## config.mk

```make
export PLATFORM = sky130hd
export DESIGN_NAME = ext_xfer_engine
export DESIGN_NICKNAME = d
export VERILOG_FILES = /design/src/rtl/ext_xfer_engine_pkg.sv /design/src/rtl/ext_xfer_engine_fifo.sv /design/src/rtl/ext_xfer_engine.sv
export SDC_FILE = /design/constraint.sdc
export NUM_CORES = 1
export LEC_CHECK = 0
export ABC_AREA = 1
export CAP_MARGIN = 20
export CORE_MARGIN = 2
export CORE_UTILIZATION = 50
export DETAILED_ROUTE_END_ITERATION = 7
export GPL_ROUTABILITY_DRIVEN = 0
export GPL_TIMING_DRIVEN = 0
export PLACE_DENSITY = 0.9
export SYNTH_ARGS = -nofsm -noshare
export SYNTH_HDL_FRONTEND = slang
export SYNTH_HIERARCHICAL = 1
export SYNTH_SLANG_ARGS = --single-unit
```

## constraint.sdc

```tcl
create_clock -name clk -period 4.92 [get_ports clk]
set_input_delay 0.738 -clock clk [delete_from_list [all_inputs] [get_ports clk]]
set_output_delay 0.738 -clock clk [all_outputs]
set_load 0.03 [all_outputs]
```

## src/rtl/ext_xfer_engine_pkg.sv

```systemverilog
// ext_xfer_engine_pkg
// Shared definitions for the strided transfer engine: default widths,
// direction codes, FSM state encoding and skid FIFO geometry.
package ext_xfer_engine_pkg;

  // Default widths used when the engine is instantiated without overrides.
  localparam int DEF_IO_ADDR_W  = 16;
  localparam int DEF_MEM_ADDR_W = 4;
  localparam int DEF_IO_SIZE_W  = 8;

  // Transfer direction codes; any other value makes a run a no-op.
  localparam logic [1:0] DIR_EXT2INT = 2'b01;
  localparam logic [1:0] DIR_INT2EXT = 2'b10;

  localparam int STATES_W = 2;

  typedef enum logic [STATES_W-1:0] {
    ST_IDLE    = 2'd0,
    ST_EXT2INT = 2'd1,
    ST_INT2EXT = 2'd2,
    ST_DONE    = 2'd3
  } xfer_state_e;

  // Read skid FIFO: two entries cover the one-cycle memory read latency.
  localparam int FIFO_DEPTH = 2;
  localparam int FIFO_PTR_W = 1;
  localparam int FIFO_CNT_W = 2;

endpackage

```

## src/rtl/ext_xfer_engine_fifo.sv

```systemverilog
// xfer_skid_fifo
// Two-entry FIFO that buffers internal memory read data in INT2EXT.
// Ports:
//   clk, rst    clock, synchronous active-high reset
//   push, din   write din at the tail
//   pop         drop the head entry
//   flush       discard all entries (has priority over push/pop)
//   dout        head entry (valid when !empty)
//   empty       no entries held
//   count       number of entries held (0..2)
module xfer_skid_fifo
  import ext_xfer_engine_pkg::*;
#(
  parameter int DATA_W = 32
) (
  input  logic                  clk,
  input  logic                  rst,
  input  logic                  push,
  input  logic                  pop,
  input  logic                  flush,
  input  logic [DATA_W-1:0]     din,
  output logic [DATA_W-1:0]     dout,
  output logic                  empty,
  output logic [FIFO_CNT_W-1:0] count
);

  logic [DATA_W-1:0]     mem_q [FIFO_DEPTH];
  logic [FIFO_PTR_W-1:0] rd_ptr_q;
  logic [FIFO_PTR_W-1:0] wr_ptr_q;
  logic [FIFO_CNT_W-1:0] count_q;

  // Storage carries no reset; only the pointers and count define validity.
  always_ff @(posedge clk) begin
    if (push) begin
      mem_q[wr_ptr_q] <= din;
    end
  end

  always_ff @(posedge clk) begin
    if (rst || flush) begin
      rd_ptr_q <= '0;
      wr_ptr_q <= '0;
      count_q  <= '0;
    end else begin
      if (push) begin
        wr_ptr_q <= wr_ptr_q + FIFO_PTR_W'(1);
      end
      if (pop) begin
        rd_ptr_q <= rd_ptr_q + FIFO_PTR_W'(1);
      end
      count_q <= count_q + FIFO_CNT_W'(push) - FIFO_CNT_W'(pop);
    end
  end

  assign dout  = mem_q[rd_ptr_q];
  assign empty = (count_q == '0);
  assign count = count_q;

endmodule

```

## src/rtl/ext_xfer_engine.sv

```systemverilog
// ext_xfer_engine
// Strided single-beat transfer engine between the external databus and one
// internal memory port. Both sides walk their address by a signed stride;
// the INT2EXT path hides the memory read latency with a two-entry skid FIFO.
// Ports:
//   clk, rst                        clock, synchronous active-high reset
//   run, abort                      start strobe (IDLE only), stop request
//   busy, done                      transfer active, one-cycle completion pulse
//   ext_addr/ext_stride             external start address and per-beat step
//   int_addr/int_stride             internal start address and per-word step
//   size, direction                 word count, 01 = EXT2INT, 10 = INT2EXT
//   databus_*                       external bus request/handshake and data
//   req, rnw, addr, data_out,       internal memory port, read data valid one
//   data_in                         cycle after a read request
module ext_xfer_engine
  import ext_xfer_engine_pkg::*;
#(
  parameter int DATA_W     = 32,
  parameter int IO_ADDR_W  = DEF_IO_ADDR_W,
  parameter int MEM_ADDR_W = DEF_MEM_ADDR_W,
  parameter int IO_SIZE_W  = DEF_IO_SIZE_W
) (
  input  logic                         clk,
  input  logic                         rst,
  input  logic                         run,
  input  logic                         abort,
  output logic                         busy,
  output logic                         done,
  input  logic [IO_ADDR_W-1:0]         ext_addr,
  input  logic signed [IO_ADDR_W-1:0]  ext_stride,
  input  logic [MEM_ADDR_W-1:0]        int_addr,
  input  logic signed [MEM_ADDR_W-1:0] int_stride,
  input  logic [IO_SIZE_W-1:0]         size,
  input  logic [1:0]                   direction,
  output logic                         databus_valid,
  input  logic                         databus_ready,
  output logic [IO_ADDR_W-1:0]         databus_addr,
  input  logic [DATA_W-1:0]            databus_rdata,
  output logic [DATA_W-1:0]            databus_wdata,
  output logic [DATA_W/8-1:0]          databus_wstrb,
  output logic                         req,
  output logic                         rnw,
  output logic [MEM_ADDR_W-1:0]        addr,
  output logic [DATA_W-1:0]            data_out,
  input  logic [DATA_W-1:0]            data_in
);

  localparam int CNT_W = IO_SIZE_W + 1;

  xfer_state_e           state_q, state_d;
  logic [IO_ADDR_W-1:0]  ext_addr_q, ext_addr_d, ext_stride_q;
  logic [MEM_ADDR_W-1:0] int_addr_q, int_addr_d, int_stride_q;
  logic [CNT_W-1:0]      size_q, size_d;
  logic [CNT_W-1:0]      issue_cnt_q, issue_cnt_d;
  logic [CNT_W-1:0]      beat_cnt_q, beat_cnt_d;
  logic                  inflight_q, inflight_d;
  logic                  abort_pend_q, abort_pend_d;

  logic                  fifo_push, fifo_pop, fifo_flush, fifo_empty;
  logic [DATA_W-1:0]     fifo_dout;
  logic [FIFO_CNT_W-1:0] fifo_count;
  logic                  start, handshake, abort_req;

  assign start = (state_q == ST_IDLE) && run;

  xfer_skid_fifo #(.DATA_W(DATA_W)) u_fifo (
    .clk   (clk),
    .rst   (rst),
    .push  (fifo_push),
    .pop   (fifo_pop),
    .flush (fifo_flush),
    .din   (data_in),
    .dout  (fifo_dout),
    .empty (fifo_empty),
    .count (fifo_count)
  );

  always_ff @(posedge clk) begin
    if (rst) begin
      state_q      <= ST_IDLE;
      ext_addr_q   <= '0;
      int_addr_q   <= '0;
      ext_stride_q <= '0;
      int_stride_q <= '0;
      size_q       <= '0;
      issue_cnt_q  <= '0;
      beat_cnt_q   <= '0;
      inflight_q   <= 1'b0;
      abort_pend_q <= 1'b0;
    end else begin
      state_q      <= state_d;
      ext_addr_q   <= ext_addr_d;
      int_addr_q   <= int_addr_d;
      size_q       <= size_d;
      issue_cnt_q  <= issue_cnt_d;
      beat_cnt_q   <= beat_cnt_d;
      inflight_q   <= inflight_d;
      abort_pend_q <= abort_pend_d;
      if (start) begin
        ext_stride_q <= ext_stride;
        int_stride_q <= int_stride;
      end
    end
  end

  always_comb begin
    state_d       = state_q;
    ext_addr_d    = ext_addr_q;
    int_addr_d    = int_addr_q;
    size_d        = size_q;
    issue_cnt_d   = issue_cnt_q;
    beat_cnt_d    = beat_cnt_q;
    inflight_d    = inflight_q;
    abort_pend_d  = abort_pend_q;
    databus_valid = 1'b0;
    databus_wdata = '0;
    databus_wstrb = '0;
    req           = 1'b0;
    rnw           = 1'b1;
    data_out      = '0;
    fifo_push     = 1'b0;
    fifo_pop      = 1'b0;
    fifo_flush    = 1'b0;
    handshake     = 1'b0;
    abort_req     = abort || abort_pend_q;

    case (state_q)
      ST_IDLE: begin
        abort_pend_d = 1'b0;
        if (run) begin
          ext_addr_d  = ext_addr;
          int_addr_d  = int_addr;
          size_d      = CNT_W'(size);
          issue_cnt_d = '0;
          beat_cnt_d  = '0;
          inflight_d  = 1'b0;
          if (size == '0) begin
            state_d = ST_DONE;
          end else if (direction == DIR_EXT2INT) begin
            state_d = ST_EXT2INT;
          end else if (direction == DIR_INT2EXT) begin
            state_d = ST_INT2EXT;
          end else begin
            state_d = ST_DONE;
          end
        end
      end

      ST_EXT2INT: begin
        databus_valid = (beat_cnt_q < size_q);
        handshake     = databus_valid && databus_ready;
        // Bus read data goes straight to memory in the accepting cycle.
        if (handshake) begin
          req        = 1'b1;
          rnw        = 1'b0;
          data_out   = databus_rdata;
          beat_cnt_d = beat_cnt_q + CNT_W'(1);
          ext_addr_d = ext_addr_q + ext_stride_q;
          int_addr_d = int_addr_q + int_stride_q;
        end
        if (abort_req) begin
          if (!databus_valid || databus_ready) begin
            state_d = ST_DONE;
          end else begin
            abort_pend_d = 1'b1;
          end
        end
        if (beat_cnt_d == size_q) begin
          state_d = ST_DONE;
        end
      end

      ST_INT2EXT: begin
        // A read in flight counts as a buffered word: its data is presented
        // directly from data_in when the FIFO is empty, so the first beat
        // appears one cycle after the first read.
        databus_valid = !fifo_empty || inflight_q;
        databus_wdata = fifo_empty ? data_in : fifo_dout;
        databus_wstrb = '1;
        handshake     = databus_valid && databus_ready;
        fifo_pop      = handshake && !fifo_empty;
        fifo_push     = inflight_q && !(handshake && fifo_empty);
        inflight_d    = 1'b0;
        if ((issue_cnt_q < size_q) &&
            ((fifo_count + FIFO_CNT_W'(inflight_q)) < FIFO_CNT_W'(FIFO_DEPTH)) &&
            !abort_pend_q) begin
          req         = 1'b1;
          issue_cnt_d = issue_cnt_q + CNT_W'(1);
          int_addr_d  = int_addr_q + int_stride_q;
          inflight_d  = 1'b1;
        end
        if (handshake) begin
          beat_cnt_d = beat_cnt_q + CNT_W'(1);
          ext_addr_d = ext_addr_q + ext_stride_q;
        end
        if (abort_req) begin
          if (!databus_valid || databus_ready) begin
            state_d    = ST_DONE;
            fifo_flush = 1'b1;
            inflight_d = 1'b0;
          end else begin
            abort_pend_d = 1'b1;
          end
        end
        if (beat_cnt_d == size_q) begin
          state_d = ST_DONE;
        end
      end

      ST_DONE: begin
        abort_pend_d = 1'b0;
        state_d      = ST_IDLE;
      end

      default: state_d = ST_IDLE;
    endcase
  end

  assign busy         = (state_q == ST_EXT2INT) || (state_q == ST_INT2EXT);
  assign done         = (state_q == ST_DONE);
  assign databus_addr = ext_addr_q;
  assign addr         = int_addr_q;

endmodule

```

* After elaboration in Yosys (flattened, before gate mapping)
Memories as Yosys holds them, arrays and structs flattened. A register that Yosys moved wholly into a read port is not among the register bits.
Cells that the tools add are included.
** Operators by class
- Add/sub/neg operators :: 9
- Equality and inequality tests :: 19
- Muxes and demuxes :: 56
- Order comparisons :: 3
- Reduce and logical (&&, ||, !) cells :: 33
** Operators with widths (count)
- 32-bit 2-to-1 mux :: 4
- 9-bit 2-to-1 mux :: 6
- 16-bit 2-to-1 mux :: 3
- 16-bit one-hot mux with 3 select lines :: 1
- 9-bit one-hot mux with 3 select lines :: 1
- 1-bit 2-to-1 mux :: 21
- 9-bit by 1-bit adder with 9-bit output, second input constant :: 2
- 9-bit by 8-bit == test with 1-bit output :: 2
- 9-bit by 8-bit less-than comparator with 1-bit output :: 2
- 2-bit 2-to-1 mux :: 9
- 9-bit one-hot mux with 2 select lines :: 1
- 16-bit adder :: 1
- 4-bit 2-to-1 mux :: 4
- 2-bit != test, second input constant :: 8
- 3-bit != test, second input constant :: 4
- 4-bit one-hot mux with 3 select lines :: 1
- 4-bit AND reduction :: 3
- 1-bit logical AND :: 8
- 8-bit logical NOT :: 1
- 2-bit one-hot mux with 4 select lines :: 1
- 2-bit == test, second input constant :: 3
- 1-bit logical OR :: 6
- 1-bit one-hot mux with 2 select lines :: 3
- 2-bit AND reduction :: 3
- other kinds (14) :: 22
** Storage, ports and cells
- Input port bits :: 119
- Bits in writable memories :: 64
- Logic and storage cells :: 134
- Memories :: 1
- Register bits :: 74
** Memories
- u_fifo.mem_q :: depth 2, bits a word 32, read ports 1, clocked after Yosys merged registers in 1, write ports 1, line ext_xfer_engine_fifo.sv:27 : logic [DATA_W-1:0] mem_q [FIFO_DEPTH];

* Logic depth before layout (Yosys ltp)
Gate-level depths: netlist of run 1.
- Depth in word-level cells :: 10
- Gate-level depth with buffers :: 21
- Gate-level depth less buffers :: 20

* Modules after synthesis
The synthesis of run 1 kept the hierarchy.
** Modules (own cells, without submodules)
- ext_xfer_engine :: area an instance 5670.4 µm², times used 1, cells each 917
- xfer_skid_fifo :: area an instance 2690.1 µm², times used 1, cells each 131

* Worst setup path before layout of run 1
Ideal clock, no wire load.
- Kind :: reg2reg
- Start :: register state_q[0]
- End :: memory u_fifo.mem_q[0][0] (enable)
- Arrival :: 3110 ps
- Cell stages (with the launch flop) :: 8
- Period minus slack after synthesis :: 3531 ps
- Path slack :: 1389 ps
- Required time :: 4499 ps
- Path through :: dfxtp_1 -> inv_1 -> ha_1 -> inv_1 -> clkbuf_1 -> a211oi_1 -> inv_1 -> nor2_1
** Between the ends
- Longest elaborated chain between the ends :: 4
** RTL lines
- start: declaration :: line ext_xfer_engine.sv:50 : xfer_state_e state_q, state_d;
- start signal: assignment :: line ext_xfer_engine.sv:91 : state_q <= state_d;
- 2-bit == test :: line ext_xfer_engine.sv:127 : case (state_q)
- 1-bit 2-to-1 mux :: line ext_xfer_engine.sv:127
- net fifo_push :: line ext_xfer_engine.sv:59 : logic fifo_push, fifo_pop, fifo_flush, fifo_empty;
- 1-bit 2-to-1 mux :: line ext_xfer_engine_fifo.sv:34 : if (push) begin
- 1-bit 2-to-1 mux (implied by the code) :: line ext_xfer_engine_fifo.sv:35 : mem_q[wr_ptr_q] <= din;
- end: declaration :: line ext_xfer_engine_fifo.sv:27
The timed path passes the listed nets, and every way through them passes these cells.

* Final worst setup path of run 1
- Start :: register size_q[4]
- End :: output port data_out[6]
** Between the ends
- Longest elaborated chain between the ends :: 4
** RTL lines
- start: declaration :: line ext_xfer_engine.sv:53 : logic [CNT_W-1:0] size_q, size_d;
- start signal: assignment :: line ext_xfer_engine.sv:94 : size_q <= size_d;
- 9-bit by 8-bit less-than comparator with 1-bit output :: line ext_xfer_engine.sv:150 : databus_valid = (beat_cnt_q < size_q);
- 1-bit logical AND :: line ext_xfer_engine.sv:151 : handshake = databus_valid && databus_ready;
- 32-bit 2-to-1 mux :: line ext_xfer_engine.sv:153 : if (handshake) begin
- 32-bit 2-to-1 mux :: line ext_xfer_engine.sv:127
- end: declaration :: line ext_xfer_engine.sv:44 : output logic [DATA_W-1:0] data_out,
No other way between the ends.

==> impl_summary.txt, run 1 <==
----------------------------------------------------
[Clock tree]
  CTS sink count ... 139
  Number of buffers on the longest clock path ... 2
  Post-cts resize count ... 0
  Hold-fix buffer count after cts ... 0
  Clock tree root driver cell ... clkbuf_16
  CTS H-Tree Depth ... 4
  Cts bufs inserted ... 17
  Clock latency of the later-clocked register in the worst-skew pair ... 0.43 ns
  Clock tree from TritonCTS ... done
  CTS clk-pin slew, worst paths ... 0.06 ns
  Number of setup buffers added after CTS ... 0

[Critical path]
  CP Class ... reg2out
  Length in cells of the worst reg-to-reg path ... 7
  Critical path peak fanout ... 10
  Worst-case register-to-register setup slack ... 1.53 ns
  Critical R2R Capture ... u_fifo/mem_q[0][26]$_DFFE_PP_
  Endpoint class of the critical path ... output pin
  Startpoint of the most critical register-to-register path ... state_q[0]$_SDFFE_PP0P_
  Data required time at the worst endpoint ... 4.18 ns
  Worst setup SP type ... flip-flop
  CP Data Arrival Time ... 3.51 ns

[Timing]
  Final count of hold timing violations ... 0
  Worst Skew ... 0.0109 ns
  Total negative setup slack ... 0 ns
  Hold slack final ... 0.494 ns
  Final slew viol count ... 0
  Setup violation total in the final timing report ... 0
  Ratio of final minimum period to clock period ... 86.4%
  Setup repair after global routing missed its margin ... false
  Relative slew slack ... 38.0%
  PnR worst setup slack ... 0.668 ns
  Tmin final ... 4.25 ns
  Worst-margin pin slew ... 0.928 ns
  Fmax achieved ... 235 MHz

[Power]
  Pwr dens ... 470 nW/um^2
  VDD IR max ... 0.000339 V
  Static leakage power ... 4.57 nW

[Floorplanning]
  Core area ... 16,500 sq um
  Initial standard-cell utilization of the core ... 50.8%
  Die Y-Extent ... 133 um
  Standard-cell rows ... 47
  Die footprint ... 17,800 sq um
  Die Wd ... 133 um
  Ports placed on the boundary ... 212

[Final layout]
  Highest-count cells in the layout ignoring fill and taps ... clkdlybuf4s50_1, nor2_1, nand2_1
  Leading cell type in the layout, fill and taps excluded ... clkdlybuf4s50_1
  Fraction of layout cells with a size suffix above 1 ... 8.44%
  ANT cells ... 0
  Final layout net count ... 1,442
  Area growth from synthesis to final layout ... 36.1%
  Final instance count without filler cells ... 1,512
  Final core area utilization ... 69.1%

[Synthesis]
  Number of nets produced by synthesis ... 1,211
  Distinct cells, synth ... 51
  Netlist area before placement ... 8360 sq um
  #FFs+latches synth ... 139
  Yosys warns ... 6
  Cells after synthesis ... 1,048
  Share of the synthesized area in the top cell type ... 23.0%
  Share of flip-flops with an asynchronous set or reset after synthesis ... 0%
  Cells taking the most area after synthesis ... edfxtp_1, dfxtp_1, nor2_1, nand2_1, ha_1
  Cell taking the most area after synthesis ... edfxtp_1
  Dominant synthesized flop cell ... dfxtp_1
  Share of synthesized area occupied by flip-flops and latches ... 40.9%
  Number of flops mapped to enable cells by yosys ... 64
  Mean instance size in the synthesized netlist ... 7.98 sq um

[Hold path]
  Class of the worst hold path ... reg2reg
  Start point of the worst min-delay path ... int_stride_q[0]$_SDFFE_PP0P_
  Cell depth of the worst hold path ... 2
  Hold EP ... int_stride_q[0]$_SDFFE_PP0P_

[GRT]
  Vias in the first global route ... 7,821
  Overall global routing resource usage ... 26.2%
  Gr ovfl total ... 0
  Initial antenna violation count ... 0
  Pin count of the biggest net entering global routing ... 33
  First-pass GRT wire length ... 37,100 um

[Place]
  Count of input and output buffers ... 211
  HPWL Detailed ... 17,600 um
  Worst slack at placement ... 0.984 ns
  Number of placed cells counting well taps ... 1,480

[Drt]
  Routed vias ... 7,992
  DRC violations left ... 0
  Vias per cell ... 5.29
  Number of DRC violations after detailed-routing iteration 0 ... 516
  Drt pass-1 iters ... 5
  Wire length reported by the detailed router ... 23,200 um
  Final routed wire length divided by cell count ... 15.3 um
  Antenna-violating nets left ... 0

[Flow run]
  Max-capacitance violation count ... 0

[Status]
  Run status ... finished, final reports clean

----------------------------------------------------
## how the worst max path moves through the flow
| stage | startpoint | endpoint | slack, ns | depth (start not counted) |
|---|---|---|---|---|
| 6_report | size_q[4]$_SDFFE_PP0P_ | data_out[6] | 0.67 | 14 |
| 5_1_grt | size_q[4]$_SDFFE_PP0P_ | data_out[6] | 0.48 | 14 |
| 4_1_cts | size_q[4]$_SDFFE_PP0P_ | data_out[6] | 0.69 | 14 |
| 3_5_place_dp | databus_ready | data_out[6] | 0.98 | 8 |
| 3_3_place_gp | state_q[0]$_SDFFE_PP0P_ | u_fifo/mem_q[0][21]$_DFFE_PP_ | 0.56 | 7 |
| 2_1_floorplan | state_q[0]$_SDFFE_PP0P_ | u_fifo/mem_q[0][0]$_DFFE_PP_ | 1.39 | 7 |
## synthesized netlist by cell type, types with 3 or more instances
cell type    n
ha_1        42
a31o_2       3
a21oi_1     76
o221ai_2     3
nor3_1       7
a31oi_1      4
inv_2        5
o21ai_1      8
nand2_1    183
edfxtp_1    64
nor4_1       5
nor2_1     186
nand2_2      5
a211oi_1     5
buf_4        4
nand3_1     30
inv_1      107
xnor2_1      9
o21ai_0     96
clkbuf_1    33
buf_12       3
o22ai_1      3
dfxtp_1     75
xor2_1      15
o21bai_1     4
mux2_4      30
nor2_2       4
o211ai_1     8
## registers in the layout, summed over array words and instances, names as in the netlist, 2 cells and up, named ones only
register / cells
issue_cnt_q: 9
state_q: 2
beat_cnt_q: 9
int_stride_q: 4
size_q: 8
ext_stride_q: 16
addr: 4
databus_addr: 16
u_fifo/count: 2
u_fifo/mem_q: 64
## final cells by class
type	instances	area, sq um
flip-flops and latches	139	3420
well taps	220	275
repair buffers	212	2140
multi-input cells	750	4260
clock inverters	15	166
plain buffers	46	265
inverters	113	424
fillers	1264	5090
clock buffers	17	425
## where the power goes
part | switching, mW | internal (mW)
logic | 1.64 | 0.940
clock network | 0.567 | 0.724
registers | 0.125 | 1.36
total | 2.33 | 3.02
## per-stage QoR
step / area, sq um / power [mW]
after floorplan: 8360 / 3.16
after global placement: 10700 / 3.96
after detailed placement: 10800 / 4.03
after CTS: 11400 / 5.33
after global routing: 11400 / 5.67
final: 11400 / 5.35
## routing by layer
layer | wire (um) | GRT usage, %
met2 | 11200 | 45.3
met1 | 9320 | 31.3
met3 | 1880 | 5.06
met5 | 0 | 0
met4 | 755 | 12.6
## kinds of logic after synthesis
logic type / synth area share (%)
and+or+nand+nor: 21.1
AOI/OAI and AO/OA: 14.8
buffers and inverters: 8.25
DFF: 40.9
adders and majority gates: 6.76
muxes: 5.66
xor gates and xnor gates: 2.51
## critical path, stage by stage, from the launching register on
cell	delay, ns
dfxtp_1	0.36
inv_1	0.14
ha_1	0.34
nand2_1	0.09
inv_1	0.05
nand2_1	0.06
nand2_1	0.07
nand2_1	0.14
nand3_4	0.11
nor2_8	0.18
buf_8	0.17
nand2_1	0.18
clkbuf_1	0.28
nor2_1	0.20
clkdlybuf4s50_1	0.70
Power figures use the tool's default switching activity.
==> run 2, diff against run 1 <==
--- a/config.mk
+++ b/config.mk
@@ -8,11 +8,11 @@
 export ABC_AREA = 1
 export CAP_MARGIN = 20
 export CORE_MARGIN = 2
-export CORE_UTILIZATION = 50
+export CORE_UTILIZATION = 40
 export DETAILED_ROUTE_END_ITERATION = 7
 export GPL_ROUTABILITY_DRIVEN = 0
 export GPL_TIMING_DRIVEN = 0
-export PLACE_DENSITY = 0.9
+export PLACE_DENSITY = 0.79
 export SYNTH_ARGS = -nofsm -noshare
 export SYNTH_HDL_FRONTEND = slang
 export SYNTH_HIERARCHICAL = 1
==> run 2 against run 1 <==
Core utilization down 13 points. Maximum frequency decreased by 0.37%. Non-clock buffer count did not move. Sequential cell count did not move. Final area increased by 0.76%. Global-route usage shrank 4.9 points. Register-to-register slack better by 0.11 ns.
==> impl_summary.txt, run 2 (synthesis results as in run 1) <==
----------------------------------------------------
[Critical path]
  Worst setup SP type ... flip-flop
  CP top delay family ... buffers and inverters
  Endpoint class of the critical path ... output pin
  Count of buffer and inverter cells on the critical path ... 5 (unchanged)
  Critical path's largest stage delay ... 0.69 ns (about the same)
  Critical R2R Capture ... u_fifo/mem_q[0][27]$_DFFE_PP_
  Critical path peak fanout ... 10 (unchanged)
  CP Class ... reg2out
  Data required time at the worst endpoint ... 4.18 ns (about the same)
  CP Data Arrival Time ... 3.53 ns (+0.02 ns)
  Startpoint of the most critical register-to-register path ... state_q[0]$_SDFFE_PP0P_
  Worst-case register-to-register setup slack ... 1.64 ns (+0.11 ns)
  Slowest cell on crit path ... clkdlybuf4s50_1
  Length in cells of the worst reg-to-reg path ... 7 (unchanged)
  Crit path cell chain ... inv_1 -> ha_1 -> nand2_1 -> inv_1 -> nand2_1 -> nand2_1 -> nand2_1 -> nand3_4 -> nor2_8 -> buf_8 -> nand2_1 -> clkbuf_1 -> nor2_1 -> clkdlybuf4s50_1
  CP most frequent cell ... nand2_1

[Timing]
  Setup violation total in the final timing report ... 0 (unchanged)
  Fmax achieved ... 234 MHz (-0.37%)
  Relative slew slack ... 38.9% (+0.95 points)
  Total negative setup slack ... 0 ns (unchanged)
  Ratio of final minimum period to clock period ... 86.7% (+0.32 points)
  Hold slack final ... 0.496 ns (+0.00256 ns)
  Worst Skew ... 0.00919 ns (-0.00170 ns)
  PnR worst setup slack ... 0.652 ns (-0.0157 ns)
  Setup repair after global routing missed its margin ... false
  Tmin final ... 4.27 ns (+0.0157 ns)
  Final count of hold timing violations ... 0 (unchanged)
  Worst-margin pin slew ... 0.914 ns (-0.0142 ns)
  Final slew viol count ... 0 (unchanged)

[Clock tree]
  Hold-fix buffer count after cts ... 0 (unchanged)
  Number of buffers on the longest clock path ... 2 (unchanged)
  Cts bufs inserted ... 17 (unchanged)
  Post-cts resize count ... 0 (unchanged)
  Clock tree root driver cell ... clkbuf_16
  CTS H-Tree Depth ... 4 (unchanged)
  Number of setup buffers added after CTS ... 0 (unchanged)
  Clock tree from TritonCTS ... done
  Clock latency of the later-clocked register in the worst-skew pair ... 0.43 ns (about the same)
  CTS sink count ... 139 (unchanged)
  CTS clk-pin slew, worst paths ... 0.06 ns (about the same)

[Power]
  Pwr dens ... 472 nW/um^2 (+0.37%)
  Power Total ... 5.41 mW (+1.1%)
  Static leakage power ... 4.58 nW (+0.21%)
  VDD IR max ... 0.000379 V (+12%)

[Drt]
  Drt pass-1 iters ... 5 (unchanged)
  Wire length reported by the detailed router ... 23,700 um (+2.2%)
  Vias per cell ... 5.08 (-3.9%)
  Final routed wire length divided by cell count ... 15.2 um (-1.0%)
  Routed vias ... 7,933 (-0.74%)
  DRC violations left ... 0 (unchanged)
  Number of DRC violations after detailed-routing iteration 0 ... 399 (-23%)
  Antenna-violating nets left ... 0 (unchanged)

[Floorplanning]
  Die footprint ... 22,100 sq um (+24%)
  Die Y-Extent ... 149 um (+11%)
  Ports placed on the boundary ... 212 (unchanged)
  Die Wd ... 149 um (+11%)
  Core area ... 20,400 sq um (+24%)
  Standard-cell rows ... 52 (+11%)
  Initial standard-cell utilization of the core ... 41.1% (-9.7 points)

[Final layout]
  Fraction of layout cells with a size suffix above 1 ... 8.36% (-0.077 points)
  Area growth from synthesis to final layout ... 37.1%
  Highest-count cells in the layout ignoring fill and taps ... clkdlybuf4s50_1, nor2_1, nand2_1
  ANT cells ... 0 (unchanged)
  Final instance area ... 11,500 sq um (+0.76%)
  Final layout net count ... 1,442 (unchanged)
  Number of flip-flops in the largest register ... 64 (unchanged)
  Final instance count without filler cells ... 1,562 (+3.3%)
  Final core area utilization ... 56.3% (-13 points)
  Leading cell type in the layout, fill and taps excluded ... clkdlybuf4s50_1
  Reg with most FFs ... u_fifo/mem_q

[Place]
  Worst slack at placement ... 1.00 ns (+0.0181 ns)
  Count of input and output buffers ... 211 (unchanged)
  HPWL Detailed ... 18,000 um (+1.9%)
  Placed cell area ... 10,800 sq um (+0.58%)
  Number of placed cells counting well taps ... 1,530 (+3.4%)

[Flow run]
  Max-capacitance violation count ... 0 (unchanged)

[GRT]
  Initial antenna violation count ... 0 (unchanged)
  First-pass GRT wire length ... 37,600 um (+1.4%)
  Pin count of the biggest net entering global routing ... 33 (unchanged)
  Gr ovfl total ... 0 (unchanged)
  Overall global routing resource usage ... 21.3% (-4.9 points)
  Vias in the first global route ... 7,725 (-1.2%)

[Hold path]
  Start point of the worst min-delay path ... ext_stride_q[11]$_SDFFE_PP0P_
  Cell depth of the worst hold path ... 2 (unchanged)
  Hold EP ... ext_stride_q[11]$_SDFFE_PP0P_
  Class of the worst hold path ... reg2reg

[Status]
  Run status ... finished, final reports clean

----------------------------------------------------
run 2: final cells by class:
cell class | instances | area [sq um]
Sequential cell | 139 | 3420
Tap cell | 270 | 338
Timing Repair Buffer | 212 | 2140
Clock inverter | 15 | 190
Multi-Input combinational cell | 750 | 4260
Inverter | 113 | 424
Fill cell | 1808 | 8900
Clock buffer | 17 | 425
Buffer | 46 | 265
run 2: where the power goes:
| group | internal, mW | switching, mW |
|---|---|---|
| Combinational | 0.941 | 1.64 |
| Clock | 0.807 | 0.535 |
| Sequential | 1.36 | 0.127 |
| Total | 3.10 | 2.31 |
run 2: worst min-delay path, cell delays in order, from the launching register on:
cell and delay (ns):
dfxtp_1 0.33, nor2_1 0.05, nor2_1 0.08
run 2: per-layer routing:
layer  up-vias  GRT usage [%]  part of all wire, %
met5         -              0                    0
met2       335           36.1                   47
met3        50           4.60                  7.7
li1       3936              -                    -
met4         0           6.76                  2.3
met1      3612           27.3                   43
run 2: worst max-delay path by stage:
| stage | from | endpoint | slack [ns] | cells past startpoint |
|---|---|---|---|---|
| 6_report | size_q[4]$_SDFFE_PP0P_ | data_out[5] | 0.65 | 14 |
| 5_1_grt | size_q[4]$_SDFFE_PP0P_ | data_out[7] | 0.39 | 14 |
| 4_1_cts | size_q[4]$_SDFFE_PP0P_ | data_out[14] | 0.65 | 14 |
| 3_5_place_dp | databus_ready | data_out[5] | 1.00 | 8 |
| 3_3_place_gp | state_q[0]$_SDFFE_PP0P_ | u_fifo/mem_q[0][26]$_DFFE_PP_ | 0.44 | 7 |
| 2_1_floorplan | state_q[0]$_SDFFE_PP0P_ | u_fifo/mem_q[0][0]$_DFFE_PP_ | 1.39 | 7 |
==> run 3, diff against run 2 <==
--- a/config.mk
+++ b/config.mk
@@ -8,11 +8,11 @@
 export ABC_AREA = 1
 export CAP_MARGIN = 20
 export CORE_MARGIN = 2
-export CORE_UTILIZATION = 40
+export CORE_UTILIZATION = 39
 export DETAILED_ROUTE_END_ITERATION = 7
 export GPL_ROUTABILITY_DRIVEN = 0
 export GPL_TIMING_DRIVEN = 0
-export PLACE_DENSITY = 0.79
+export PLACE_DENSITY = 0.78
 export SYNTH_ARGS = -nofsm -noshare
 export SYNTH_HDL_FRONTEND = slang
 export SYNTH_HIERARCHICAL = 1
==> run 3 against run 2 <==
Worst hold slack got worse by 0.0071 ns. Sequential share of layout area is 0.072 points higher. Clock power decreased by 5%. Final area shrank 0.24%. Maximum frequency fell by 1.0%. Clock skew shrank 0.00071 ns. Worst setup slack lost 0.043 ns. Core utilization shrank 1.9 points. Final cell count is 0.32% higher. Critical path depth fell by 3. Critical endpoint is now rnw. Largest power group unchanged. Highest routed layer unchanged.
==> impl_summary.txt, run 3 (synthesis results as in run 1) <==
----------------------------------------------------
[Floorplanning]
  Standard-cell rows ... 53 (+1.9%)
  Core area ... 21,000 sq um (+3.2%)
  Initial standard-cell utilization of the core ... 39.8% (-1.3 points)
  Die footprint ... 22,600 sq um (+2.5%)
  Ports placed on the boundary ... 212 (unchanged)
  Die Wd ... 150 um (+1.2%)
  Die Y-Extent ... 150 um (+1.2%)

[Clock tree]
  Clock tree root driver cell ... clkbuf_16
  CTS H-Tree Depth ... 4 (unchanged)
  Number of setup buffers added after CTS ... 0 (unchanged)
  CTS clk-pin slew, worst paths ... 0.07 ns (about the same)
  Clock tree from TritonCTS ... done
  CTS sink count ... 139 (unchanged)
  Clock latency of the later-clocked register in the worst-skew pair ... 0.43 ns (about the same)
  Hold-fix buffer count after cts ... 0 (unchanged)
  Post-cts resize count ... 0 (unchanged)
  Number of buffers on the longest clock path ... 2 (unchanged)
  Cts bufs inserted ... 17 (unchanged)

[Drt]
  Drt pass-1 iters ... 5 (unchanged)
  DRC violations left ... 0 (unchanged)
  Number of DRC violations after detailed-routing iteration 0 ... 473 (+19%)
  Final routed wire length divided by cell count ... 14.9 um (-1.9%)
  Routed vias ... 7,864 (-0.87%)
  Vias per cell ... 5.02 (-1.2%)
  Wire length reported by the detailed router ... 23,300 um (-1.6%)
  Antenna-violating nets left ... 0 (unchanged)

[Place]
  HPWL Detailed ... 17,700 um (-1.4%)
  Count of input and output buffers ... 211 (unchanged)

[Final layout]
  Final layout net count ... 1,442 (unchanged)
  Area of combinational cells with multiple inputs ... 4260 sq um (unchanged)
  ANT cells ... 0 (unchanged)
  Leading cell type in the layout, fill and taps excluded ... clkdlybuf4s50_1
  Area growth from synthesis to final layout ... 36.8%
  Total area of sequential cells ... 3420 sq um (unchanged)
  Number of flip-flops in the largest register ... 64 (unchanged)
  Fraction of layout cells with a size suffix above 1 ... 8.36% (unchanged)
  Highest-count cells in the layout ignoring fill and taps ... clkdlybuf4s50_1, nor2_1, nand2_1
  Reg with most FFs ... u_fifo/mem_q
  Number of fill cells ... 1,879 (+3.9%)

[Timing]
  Fmax achieved ... 232 MHz (-1.0%)
  Hold slack final ... 0.489 ns (-0.00715 ns)
  Worst-margin pin slew ... 0.964 ns (+0.0499 ns)
  Relative slew slack ... 35.6% (-3.3 points)
  Final slew viol count ... 0 (unchanged)
  Setup violation total in the final timing report ... 0 (unchanged)
  Total negative setup slack ... 0 ns (unchanged)
  Final count of hold timing violations ... 0 (unchanged)
  Tmin final ... 4.31 ns (+0.0435 ns)
  Setup repair after global routing missed its margin ... false
  Worst Skew ... 0.00848 ns (-0.000710 ns)
  Ratio of final minimum period to clock period ... 87.6% (+0.88 points)

[Power]
  Static leakage power ... 4.56 nW (-0.50%)
  Pwr dens ... 467 nW/um^2 (-1.2%)
  VDD IR max ... 0.000308 V (-19%)

[GRT]
  GR Layer Usage met1 ... 25.8% (-1.5 points)
  Pin count of the biggest net entering global routing ... 33 (unchanged)
  Vias in the first global route ... 7,459 (-3.4%)
  Gr ovfl total ... 0 (unchanged)
  Overall global routing resource usage ... 20.3% (-0.99 points)
  Initial antenna violation count ... 0 (unchanged)
  Met3 usage in global routing ... 4.85% (+0.25 points)
  M2 GR Usage ... 34.2% (-1.9 points)
  First-pass GRT wire length ... 36,300 um (-3.6%)
  Top Usage Layer GRT ... met2

[Status]
  Run status ... finished, final reports clean

[Critical path]
  CP Data Arrival Time ... 3.57 ns (+0.04 ns)
  Data required time at the worst endpoint ... 4.18 ns (about the same)
  Endpoint class of the critical path ... output pin
  Critical path peak fanout ... 10 (unchanged)
  CP Class ... reg2out
  Worst setup SP type ... flip-flop

[Hold path]
  Class of the worst hold path ... reg2reg

[Flow run]
  Max-capacitance violation count ... 0 (unchanged)

----------------------------------------------------
-- run 3: cell count changes in the layout (fill, tap and decap cells not counted), sizes merged --
cell / delta
bufinv: -2
clkinvlp: +3
inv: +3
clkinv: -4
-- run 3: area by class of cell --
class / instances / share of cell area [%]
multi-input combinational: 750 / 37.2
buffer: 46 / 2.32
sequential: 139 / 29.9
tap: 275 / 3.01
clock inverter: 15 / 1.37
inverter: 113 / 3.71
timing repair buffer: 212 / 18.7
clock buffer: 17 / 3.72
-- run 3: metal layers --
| layer | vias to the layer above | part of all wire, % |
|---|---|---|
| li1 | 3936 | - |
| met1 | 3553 | 42 |
| met2 | 337 | 47 |
| met3 | 38 | 9.5 |
| met4 | 0 | 1.8 |
| met5 | - | 0 |
-- run 3: worst max-delay path, cell delays in order (launching register included) --
cell             delay, ns
dfxtp_1               0.40
inv_1                 0.16
ha_1                  0.33
nand2_1               0.07
nor2_1                0.19
nand3_1               0.20
nand3_4               0.17
nor2_8                0.06
buf_8                 0.16
nand2_1               0.26
clkbuf_1              0.38
clkdlybuf4s50_1       0.76
-- run 3: worst paths after layout --
| kind | startpoint | depth (start not counted) | end | slack [ns] |
|---|---|---|---|---|
| worst max-delay path | size_q[4]$_SDFFE_PP0P_ | 11 | rnw | 0.61 |
| worst min-delay path | int_stride_q[2]$_SDFFE_PP0P_ | 2 | int_stride_q[2]$_SDFFE_PP0P_ | 0.49 |
| worst max register to register | state_q[0]$_SDFFE_PP0P_ | 7 | u_fifo/mem_q[0][24]$_DFFE_PP_ | 1.55 |
| worst min register to register | int_stride_q[2]$_SDFFE_PP0P_ | 2 | int_stride_q[2]$_SDFFE_PP0P_ | 0.49 |
-- run 3: stage by stage --
step           cells  worst slack (ns)  utilization, %  area [sq um]  total power [mW]
2_1_floorplan   1048              1.39               -          8360              3.16
3_3_place_gp    1534             0.469            51.5         10800              3.99
3_5_place_dp    1535             0.950            51.6         10900              4.04
4_1_cts         1567             0.620            54.4         11400              5.33
5_1_grt         1567             0.408            54.4         11400              5.67
6_report        1567             0.609            54.4         11400              5.33
-- run 3: where the power goes --
part           internal, mW  switching (mW)
logic                 0.941            1.64
clock network         0.715           0.555
registers              1.36           0.127
